File: config.mk
export PLATFORM = sky130hd
export DESIGN_NAME = operand_sequencer_flat
export DESIGN_NICKNAME = d
export VERILOG_FILES = /design/src/rtl/operand_sequencer_pkg.sv /design/src/rtl/operand_sequencer_if.sv /design/src/rtl/operand_sequencer_key_debounce.sv /design/src/rtl/operand_sequencer.sv /design/src/flat_wrapper.sv
export SDC_FILE = /design/constraint.sdc
export NUM_CORES = 1
export LEC_CHECK = 0
export CAP_MARGIN = 20
export CORE_MARGIN = 5
export CORE_UTILIZATION = 45
export DETAILED_ROUTE_END_ITERATION = 8
export PLACE_DENSITY = 0.69
export SLEW_MARGIN = 20
export SYNTH_ARGS = -nofsm -noshare
export SYNTH_HDL_FRONTEND = slang
export SYNTH_SLANG_ARGS = --single-unit
File: constraint.sdc
create_clock -name MAX10_CLK1_50 -period 4.8 [get_ports MAX10_CLK1_50]
set_input_delay 0.72 -clock MAX10_CLK1_50 [delete_from_list [all_inputs] [get_ports MAX10_CLK1_50]]
set_output_delay 0.72 -clock MAX10_CLK1_50 [all_outputs]
set_load 0.01 [all_outputs]
File: src/rtl/operand_sequencer_pkg.sv
// ---------------------------------------------------------------------------
// opseq_pkg
// Shared types and constants for the operand_sequencer block:
//   - state_t   : sequencer states IDLE, LOAD_A, LOAD_B, SHOW
//   - SEL_*     : mode codes driven on the select bus
//   - LED_*     : one-hot status codes for the board LEDs
//   - led_code  : state -> one-hot LED code
//   - sel_code  : sw_mode request -> select code
// ---------------------------------------------------------------------------
package opseq_pkg;

  typedef enum logic [1:0] {
    IDLE   = 2'd0,
    LOAD_A = 2'd1,
    LOAD_B = 2'd2,
    SHOW   = 2'd3
  } state_t;

  localparam logic [3:0] SEL_UNSIGNED = 4'b0011;
  localparam logic [3:0] SEL_TWOS     = 4'b1100;

  localparam logic [3:0] LED_IDLE   = 4'b0001;
  localparam logic [3:0] LED_LOAD_A = 4'b0010;
  localparam logic [3:0] LED_LOAD_B = 4'b0100;
  localparam logic [3:0] LED_SHOW   = 4'b1000;

  function automatic logic [3:0] led_code(input state_t s);
    case (s)
      IDLE:    led_code = LED_IDLE;
      LOAD_A:  led_code = LED_LOAD_A;
      LOAD_B:  led_code = LED_LOAD_B;
      default: led_code = LED_SHOW;
    endcase
  endfunction

  // Only the "both mode switches up" request selects two's complement.
  function automatic logic [3:0] sel_code(input logic [1:0] mode);
    sel_code = (mode == 2'b11) ? SEL_TWOS : SEL_UNSIGNED;
  endfunction

endpackage

File: src/rtl/operand_sequencer_if.sv
// ---------------------------------------------------------------------------
// operand_sequencer_if
// Bundles the switch inputs and the display-datapath outputs of the
// operand sequencer.
//   sw_operand [3:0] : SW[3:0], operand value to capture
//   sw_mode    [1:0] : SW[9:8], display mode request
//   input1     [3:0] : operand A to the display datapath
//   input2     [3:0] : operand B to the display datapath
//   select     [3:0] : mode code (0011 unsigned, 1100 two's complement)
//   state_led  [3:0] : one-hot sequencer state
//   disp_en          : high only while both operands are shown
// Modports: master = sequencer side, slave = board/datapath side.
// ---------------------------------------------------------------------------
interface operand_sequencer_if;
  logic [3:0] sw_operand;
  logic [1:0] sw_mode;
  logic [3:0] input1;
  logic [3:0] input2;
  logic [3:0] select;
  logic [3:0] state_led;
  logic       disp_en;

  modport master (
    input  sw_operand, sw_mode,
    output input1, input2, select, state_led, disp_en
  );

  modport slave (
    output sw_operand, sw_mode,
    input  input1, input2, select, state_led, disp_en
  );
endinterface

File: src/rtl/operand_sequencer_key_debounce.sv
// ---------------------------------------------------------------------------
// key_debounce
// Synchronizes and debounces an active-low pushbutton and emits a
// single-cycle registered pulse on each accepted press (stable 1 -> 0).
// Releases are debounced too but never pulse.
//   clk       : clock
//   rst_n     : asynchronous active-low reset
//   i_key_n   : raw active-low key, asynchronous and bouncy
//   o_step    : one-cycle pulse per accepted press
// Parameter DEB_CYCLES: cycles the synced level must differ from the stable
// level before it is accepted.
// ---------------------------------------------------------------------------
module key_debounce #(
  parameter int DEB_CYCLES = 500000
) (
  input  logic clk,
  input  logic rst_n,
  input  logic i_key_n,
  output logic o_step
);

  localparam int DEB_W = (DEB_CYCLES > 1) ? $clog2(DEB_CYCLES) : 1;

  logic             r_sync1;
  logic             r_sync2;
  logic             r_stable;
  logic             r_stable_d;
  logic             r_step;
  logic [DEB_W-1:0] r_cnt;

  // NOTE: async reset lives in the sensitivity list; every flop gets a value
  // so a reset in the middle of a count leaves nothing behind.
  always_ff @(posedge clk or negedge rst_n) begin
    if (!rst_n) begin
      // Released key reads high; starting at 1 keeps reset exit from
      // looking like a press.
      r_sync1    <= 1'b1;
      r_sync2    <= 1'b1;
      r_stable   <= 1'b1;
      r_stable_d <= 1'b1;
      r_step     <= 1'b0;
      r_cnt      <= '0;
    end else begin
      // NOTE: non-blocking everywhere here, so every right-hand side is the
      // pre-edge value and the order of these lines does not matter.
      r_sync1    <= i_key_n;
      r_sync2    <= r_sync1;
      r_stable_d <= r_stable;
      r_step     <= r_stable_d & ~r_stable;

      if (r_sync2 == r_stable) begin
        r_cnt <= '0;
      end else if (r_cnt == DEB_W'(DEB_CYCLES - 1)) begin
        r_stable <= r_sync2;
        r_cnt    <= '0;
      end else begin
        r_cnt <= r_cnt + 1'b1;
      end
    end
  end

  assign o_step = r_step;

endmodule

File: src/rtl/operand_sequencer.sv
// ---------------------------------------------------------------------------
// operand_sequencer
// Step-button driven controller for the two-operand display datapath:
// IDLE -> LOAD_A -> LOAD_B -> SHOW -> LOAD_A ... advancing on each debounced
// press. In a load state the matching operand tracks the switches and freezes
// on the value present in the step cycle.
//   MAX10_CLK1_50 : 50 MHz clock, all flops on its rising edge
//   rst_n         : asynchronous active-low reset
//   key_step_n    : raw KEY[1], active-low, bouncy
//   bus (master)  : switches in; input1/input2/select/state_led/disp_en out
// Parameters: DEB_CYCLES (debounce length), DWELL_CYCLES (auto-cycle dwell).
// Build option: define OPSEQ_AUTO_CYCLE_EN to make select alternate between
// unsigned and two's complement every DWELL_CYCLES while in SHOW, ignoring
// sw_mode. Without it select follows sw_mode in SHOW.
// ---------------------------------------------------------------------------
module operand_sequencer
  import opseq_pkg::*;
#(
  parameter int DEB_CYCLES   = 500000,
  parameter int DWELL_CYCLES = 50000000
) (
  input  logic                  MAX10_CLK1_50,
  input  logic                  rst_n,
  input  logic                  key_step_n,
  operand_sequencer_if.master   bus
);

  if (DEB_CYCLES < 1 || DWELL_CYCLES < 1) begin : g_bad_param
    $error("operand_sequencer: DEB_CYCLES and DWELL_CYCLES must be >= 1");
  end

  logic       w_step;
  state_t     r_state;
  logic [3:0] r_input1;
  logic [3:0] r_input2;
  logic [3:0] r_select;
  logic [3:0] r_state_led;
  logic       r_disp_en;

  key_debounce #(
    .DEB_CYCLES (DEB_CYCLES)
  ) u_key_debounce (
    .clk     (MAX10_CLK1_50),
    .rst_n   (rst_n),
    .i_key_n (key_step_n),
    .o_step  (w_step)
  );

`ifdef OPSEQ_AUTO_CYCLE_EN
  localparam int DWELL_W = (DWELL_CYCLES > 1) ? $clog2(DWELL_CYCLES) : 1;
  logic [DWELL_W-1:0] r_dwell;
`endif

  // LED and disp_en are loaded with the decode of the state being entered,
  // so they switch on the same edge as r_state.
  always_ff @(posedge MAX10_CLK1_50 or negedge rst_n) begin
    if (!rst_n) begin
      r_state     <= IDLE;
      r_input1    <= '0;
      r_input2    <= '0;
      r_select    <= SEL_UNSIGNED;
      r_state_led <= LED_IDLE;
      r_disp_en   <= 1'b0;
`ifdef OPSEQ_AUTO_CYCLE_EN
      r_dwell     <= '0;
`endif
    end else begin
      case (r_state)
        IDLE: begin
          if (w_step) begin
            r_state     <= LOAD_A;
            r_state_led <= led_code(LOAD_A);
          end
        end

        LOAD_A: begin
          r_input1 <= bus.sw_operand;
          if (w_step) begin
            r_state     <= LOAD_B;
            r_state_led <= led_code(LOAD_B);
          end
        end

        LOAD_B: begin
          r_input2 <= bus.sw_operand;
          if (w_step) begin
            r_state     <= SHOW;
            r_state_led <= led_code(SHOW);
            r_disp_en   <= 1'b1;
`ifdef OPSEQ_AUTO_CYCLE_EN
            r_select    <= SEL_UNSIGNED;
            r_dwell     <= '0;
`else
            r_select    <= sel_code(bus.sw_mode);
`endif
          end
        end

        default: begin  // SHOW
          if (w_step) begin
            r_state     <= LOAD_A;
            r_state_led <= led_code(LOAD_A);
            r_disp_en   <= 1'b0;
            r_select    <= SEL_UNSIGNED;
`ifdef OPSEQ_AUTO_CYCLE_EN
            r_dwell     <= '0;
`endif
          end else begin
`ifdef OPSEQ_AUTO_CYCLE_EN
            if (r_dwell == DWELL_W'(DWELL_CYCLES - 1)) begin
              r_dwell  <= '0;
              r_select <= (r_select == SEL_TWOS) ? SEL_UNSIGNED : SEL_TWOS;
            end else begin
              r_dwell  <= r_dwell + 1'b1;
            end
`else
            r_select <= sel_code(bus.sw_mode);
`endif
          end
        end
      endcase
    end
  end

  assign bus.input1    = r_input1;
  assign bus.input2    = r_input2;
  assign bus.select    = r_select;
  assign bus.state_led = r_state_led;
  assign bus.disp_en   = r_disp_en;

endmodule

File: src/flat_wrapper.sv
// flat-port wrapper written by rule: the top's interface ports become plain ports
module operand_sequencer_flat import opseq_pkg::*;
#(
  parameter int DEB_CYCLES   = 500000,
  parameter int DWELL_CYCLES = 50000000
)
  (MAX10_CLK1_50, rst_n, key_step_n, bus_sw_operand, bus_sw_mode, bus_input1, bus_input2, bus_select, bus_state_led, bus_disp_en);
  operand_sequencer_if bus_i ();
  input  logic MAX10_CLK1_50;
  input  logic rst_n;
  input  logic key_step_n;
  input wire logic [$bits(bus_i.sw_operand)-1:0] bus_sw_operand;
  input wire logic [$bits(bus_i.sw_mode)-1:0] bus_sw_mode;
  output wire logic [$bits(bus_i.input1)-1:0] bus_input1;
  output wire logic [$bits(bus_i.input2)-1:0] bus_input2;
  output wire logic [$bits(bus_i.select)-1:0] bus_select;
  output wire logic [$bits(bus_i.state_led)-1:0] bus_state_led;
  output wire logic [$bits(bus_i.disp_en)-1:0] bus_disp_en;
  assign bus_i.sw_operand = bus_sw_operand;
  assign bus_i.sw_mode = bus_sw_mode;
  assign bus_input1 = bus_i.input1;
  assign bus_input2 = bus_i.input2;
  assign bus_select = bus_i.select;
  assign bus_state_led = bus_i.state_led;
  assign bus_disp_en = bus_i.disp_en;
  operand_sequencer #(.DEB_CYCLES(DEB_CYCLES), .DWELL_CYCLES(DWELL_CYCLES)) u_core (.MAX10_CLK1_50(MAX10_CLK1_50), .rst_n(rst_n), .key_step_n(key_step_n), .bus(bus_i));
endmodule
==> flow_summary_export.csv <==
group,metric,value,unit
setup_path,r2r_slack,2680,ps
power,seq_power_share,0.595,
power,vdd_drop_max,0.187,mV
finish,fillers,350,
die,dieWidth,74.3,µm
place,dp_cells,229,
place,detailedPlacementHpwl,2450,µm
die,die_h,74.3,µm
die,ioPinCount,26,
routing,drt_wl_total,3500,µm
setup_path,path_class,"reg -> reg",
cts,path_clk_slew,80,ps
global_routing,track_usage,0.143,
synthesis,synthCells,161,
setup_path,cp-end-kind,"flop",
synthesis,muxShareOfSynthArea,0.0772,
power,power,0.591,mW
finish,antennaDiodeCount,0,
routing,post-route-drc-count,0,
cts,ctsResizeCount,0,
timing,rsz0062_at_grt,"no",
die,start_util,0.466,
flow_run,maxCapViolCount,0,
setup_path,worstRegToRegCells,4,
power,power_density,267,nW/µm²
cts,htreeDepth,2,
power,p_leak,0.941,nW
synthesis,syn-cell-area,1860,µm²
synthesis,synth-seq-cells,41,
synthesis,synth_top_family_by_area,"simple AND/OR/NAND/NOR gates",
die,row_count,23,
timing,hold_viol,0,
setup_path,cp.buffers_inverters,0,
finish,fin_cells,237,
run_status,status,"finished clean",
finish,layout-area-overhead-vs-synth,18.9,%
global_routing,grt_pass1_wl,5980,µm
setup_path,cp_slowest_stage_delay,930,ps
finish,nets,200,
setup_path,path_depth,4,
setup_path,cp-endpoint,"u_core.u_key_debounce.r_cnt[8]$_DFF_PN0_",
cts,clock_path_buffers,2,
setup_path,worstSetupStartpoint,"u_core.u_key_debounce.r_cnt[11]$_DFF_PN0_",
power,p_int,0.457,mW
cts,cts_hold_buf,0,
cts,cts_sinks,41,
setup_path,worstPathCellList,"nor4_1 -> nand2_1 -> o41ai_4 -> nor2_1",
setup_path,startpoint_type,"flop",
setup_path,crit_fanout,18,
synthesis,syn_avg_cell_area,11.6,µm²
finish,utilization,0.554,
routing,vias_per_cell,5.27,
setup_path,slowest_stage,"o41ai_4",
routing,vias,1249,
place,port_buffers,25,
cts,clock_latency,290,ps
place,finalWeightedCongestion,0.891,
routing,antenna_left,0,
die,die-area,5530,µm²
finish,post-route-cell-area,2210,µm²
global_routing,antenna_found_initial,0,
power,p_sw_frac,0.226,
finish,drive_gt1_frac,0.166,
min_path,hp-class,"reg -> reg",
setup_path,r2r-end,"u_core.u_key_debounce.r_cnt[8]$_DFF_PN0_",
die,core,4000,µm²
synthesis,synthesis.nets,175,
timing,setup_tns,0,ps
synthesis,ys.warnings.count,0,
routing,first_pass_iters,4,
routing,drtIter0Drc,78,
timing,period_needed,2120,ps
timing,final-max-slew-violation-count,0,
routing,wl_per_cell,14.8,µm
setup_path,arrival,2250,ps
power,power_switching,0.134,mW
synthesis,synth_compound_area_frac,0.0463,
synthesis,synthAdderAreaFrac,0.0336,
power,p_clk_frac,0.371,
setup_path,r2r-start,"u_core.u_key_debounce.r_cnt[11]$_DFF_PN0_",
power,power_frac_comb,0.034,
timing,max_freq,472,MHz
setup_path,required,4930,ps
synthesis,synth_xor_area_frac,0.0752,
global_routing,grt_pass1_vias,1288,
timing,tightest_slew,964,ps
global_routing,grt-ovfl-total,0,
setup_path,path_delay_family,"compound AO/OA/AOI/OAI gates",
synthesis,synthDistinctLibCells,36,
timing,slew-limit-headroom,0.355,
cts,numCtsBuffers,5,
synthesis,synthSimpleGateAreaFrac,0.178,
cts,cts-root-buf,"clkbuf_8",
timing,final-setup-viol-count,0,
global_routing,grt_max_degree,42,
cts,post_cts.repair.setup_buffers,0,
place,placed_area,2130,µm²
timing,fin_skew,6.10,ps
timing,fin_crit_sh,0.441,
synthesis,ys_seq_area_frac,0.555,
cts,tritoncts,"built",
-- layout by cell type, fill, tap and decap left out, drive strengths merged, types with 2 or more instances in the layout --
master / synthesis / layout
dfrtp: 35 / 35
clkdlybuf4s50: 0 / 24
nor2b: 2 / 2
mux2i: 2 / 2
inv: 6 / 6
dfstp: 6 / 6
nor3: 2 / 2
nor2: 18 / 18
nand3: 6 / 6
o21ai: 4 / 4
clkbuf: 4 / 5
xnor2: 9 / 9
clkinv: 0 / 2
ha: 5 / 5
and4: 2 / 2
xor2: 7 / 7
a21oi: 3 / 3
nor4: 4 / 4
nand2: 12 / 12
o41ai: 2 / 2
mux2: 11 / 11
nand4: 7 / 7
-- routing by layer --
metal | up-vias | track usage | share of wire
met4 | 0 | 0.0632 | 0.019
li1 | 604 | - | -
met2 | 35 | 0.227 | 0.47
met5 | - | 0 | 0
met1 | 604 | 0.183 | 0.45
met3 | 6 | 0.0378 | 0.063
-- Yosys cell counts --
master    instances  area share
nand2_1          12       0.024
nor2b_1           2      0.0067
ha_1              5       0.034
dfstp_2           6       0.085
a21oi_1           3      0.0081
clkbuf_2          1      0.0027
o41ai_4           1       0.015
dfrtp_1          35        0.47
or4b_1            1      0.0054
o21ai_0           4       0.011
a21boi_0          1      0.0040
nor4_1            4       0.013
xnor2_1           9       0.042
and2_1            1      0.0034
inv_1             6       0.012
or3_1             1      0.0034
nor2_1           18       0.036
or4_1             1      0.0040
nand3_2           1      0.0054
nand4_1           7       0.024
mux2_2           11       0.066
or2_2             1      0.0034
clkbuf_1          3      0.0060
o41ai_1           1      0.0047
o31ai_1           1      0.0040
and3_2            1      0.0040
buf_4             2      0.0081
and4_1            2      0.0094
nand3_1           5       0.013
nor4b_2           1      0.0081
nor3_1            2      0.0054
buf_6             1      0.0060
xor2_1            7       0.033
nand3b_1          1      0.0040
nand4b_1          1      0.0047
mux2i_1           2       0.011
-- sequential cells by signal (all words and copies together) (netlist names) --
name,cells
u_core.bus.disp_en,1
u_core.bus.input1,4
u_core.bus.input2,4
u_core.bus.select,2
u_core.bus.state_led,4
u_core.r_state,2
u_core.u_key_debounce.o_step,1
u_core.u_key_debounce.r_cnt,19
u_core.u_key_debounce.r_stable,1
u_core.u_key_debounce.r_stable_d,1
u_core.u_key_debounce.r_sync1,1
u_core.u_key_debounce.r_sync2,1
-- worst min-delay path by stage --
stage / startpoint / end / cells past startpoint
2_1_floorplan: u_core.u_key_debounce.r_sync1$_DFF_PN1_ / u_core.u_key_debounce.r_sync2$_DFF_PN1_ / 0
3_3_place_gp: u_core.u_key_debounce.r_sync1$_DFF_PN1_ / u_core.u_key_debounce.r_sync2$_DFF_PN1_ / 0
3_5_place_dp: u_core.u_key_debounce.r_sync1$_DFF_PN1_ / u_core.u_key_debounce.r_sync2$_DFF_PN1_ / 0
4_1_cts: u_core.u_key_debounce.r_sync1$_DFF_PN1_ / u_core.u_key_debounce.r_sync2$_DFF_PN1_ / 0
5_1_grt: u_core.u_key_debounce.r_sync1$_DFF_PN1_ / u_core.u_key_debounce.r_sync2$_DFF_PN1_ / 0
6_report: u_core.u_key_debounce.r_sync1$_DFF_PN1_ / u_core.u_key_debounce.r_sync2$_DFF_PN1_ / 0
-- per-stage QoR --
step	hold WS (ps)	setup slack, ps
detailed placement	349	2710
CTS	361	2690
global placement	346	2800
floorplan	345	3120
global route	362	2530
finish	360	2680
-- power groups by stage --
| stage | combinational, mW | sequential, mW | clock, mW |
|---|---|---|---|
| 2_1_floorplan | 0.00716 | 0.358 | 0 |
| 3_3_place_gp | 0.0199 | 0.358 | 0 |
| 3_5_place_dp | 0.0207 | 0.358 | 0 |
| 4_1_cts | 0.0209 | 0.351 | 0.228 |
| 5_1_grt | 0.0236 | 0.352 | 0.242 |
| 6_report | 0.0201 | 0.352 | 0.220 |
-- cell families (layout without fill, tap and decap cells) --
logic type	after synthesis	count (layout)
AOI/OAI and AO/OA	11	11
xor gates and xnor gates	16	16
adders and majority gates	5	5
buffers and inverters	13	39
DFF	41	41
muxes	13	13
and+or+nand+nor	62	62
-- final cells by class --
type	count	area, µm²	share of cell area
sequential	41	1030	0.467
multi-input combinational	107	764	0.345
clock inverter	3	17.5	0.00791
inverter	6	22.5	0.0102
clock buffer	5	68.8	0.0311
timing repair buffer	25	245	0.111
tap	50	62.6	0.0282
(Power assumes the default switching activity.)
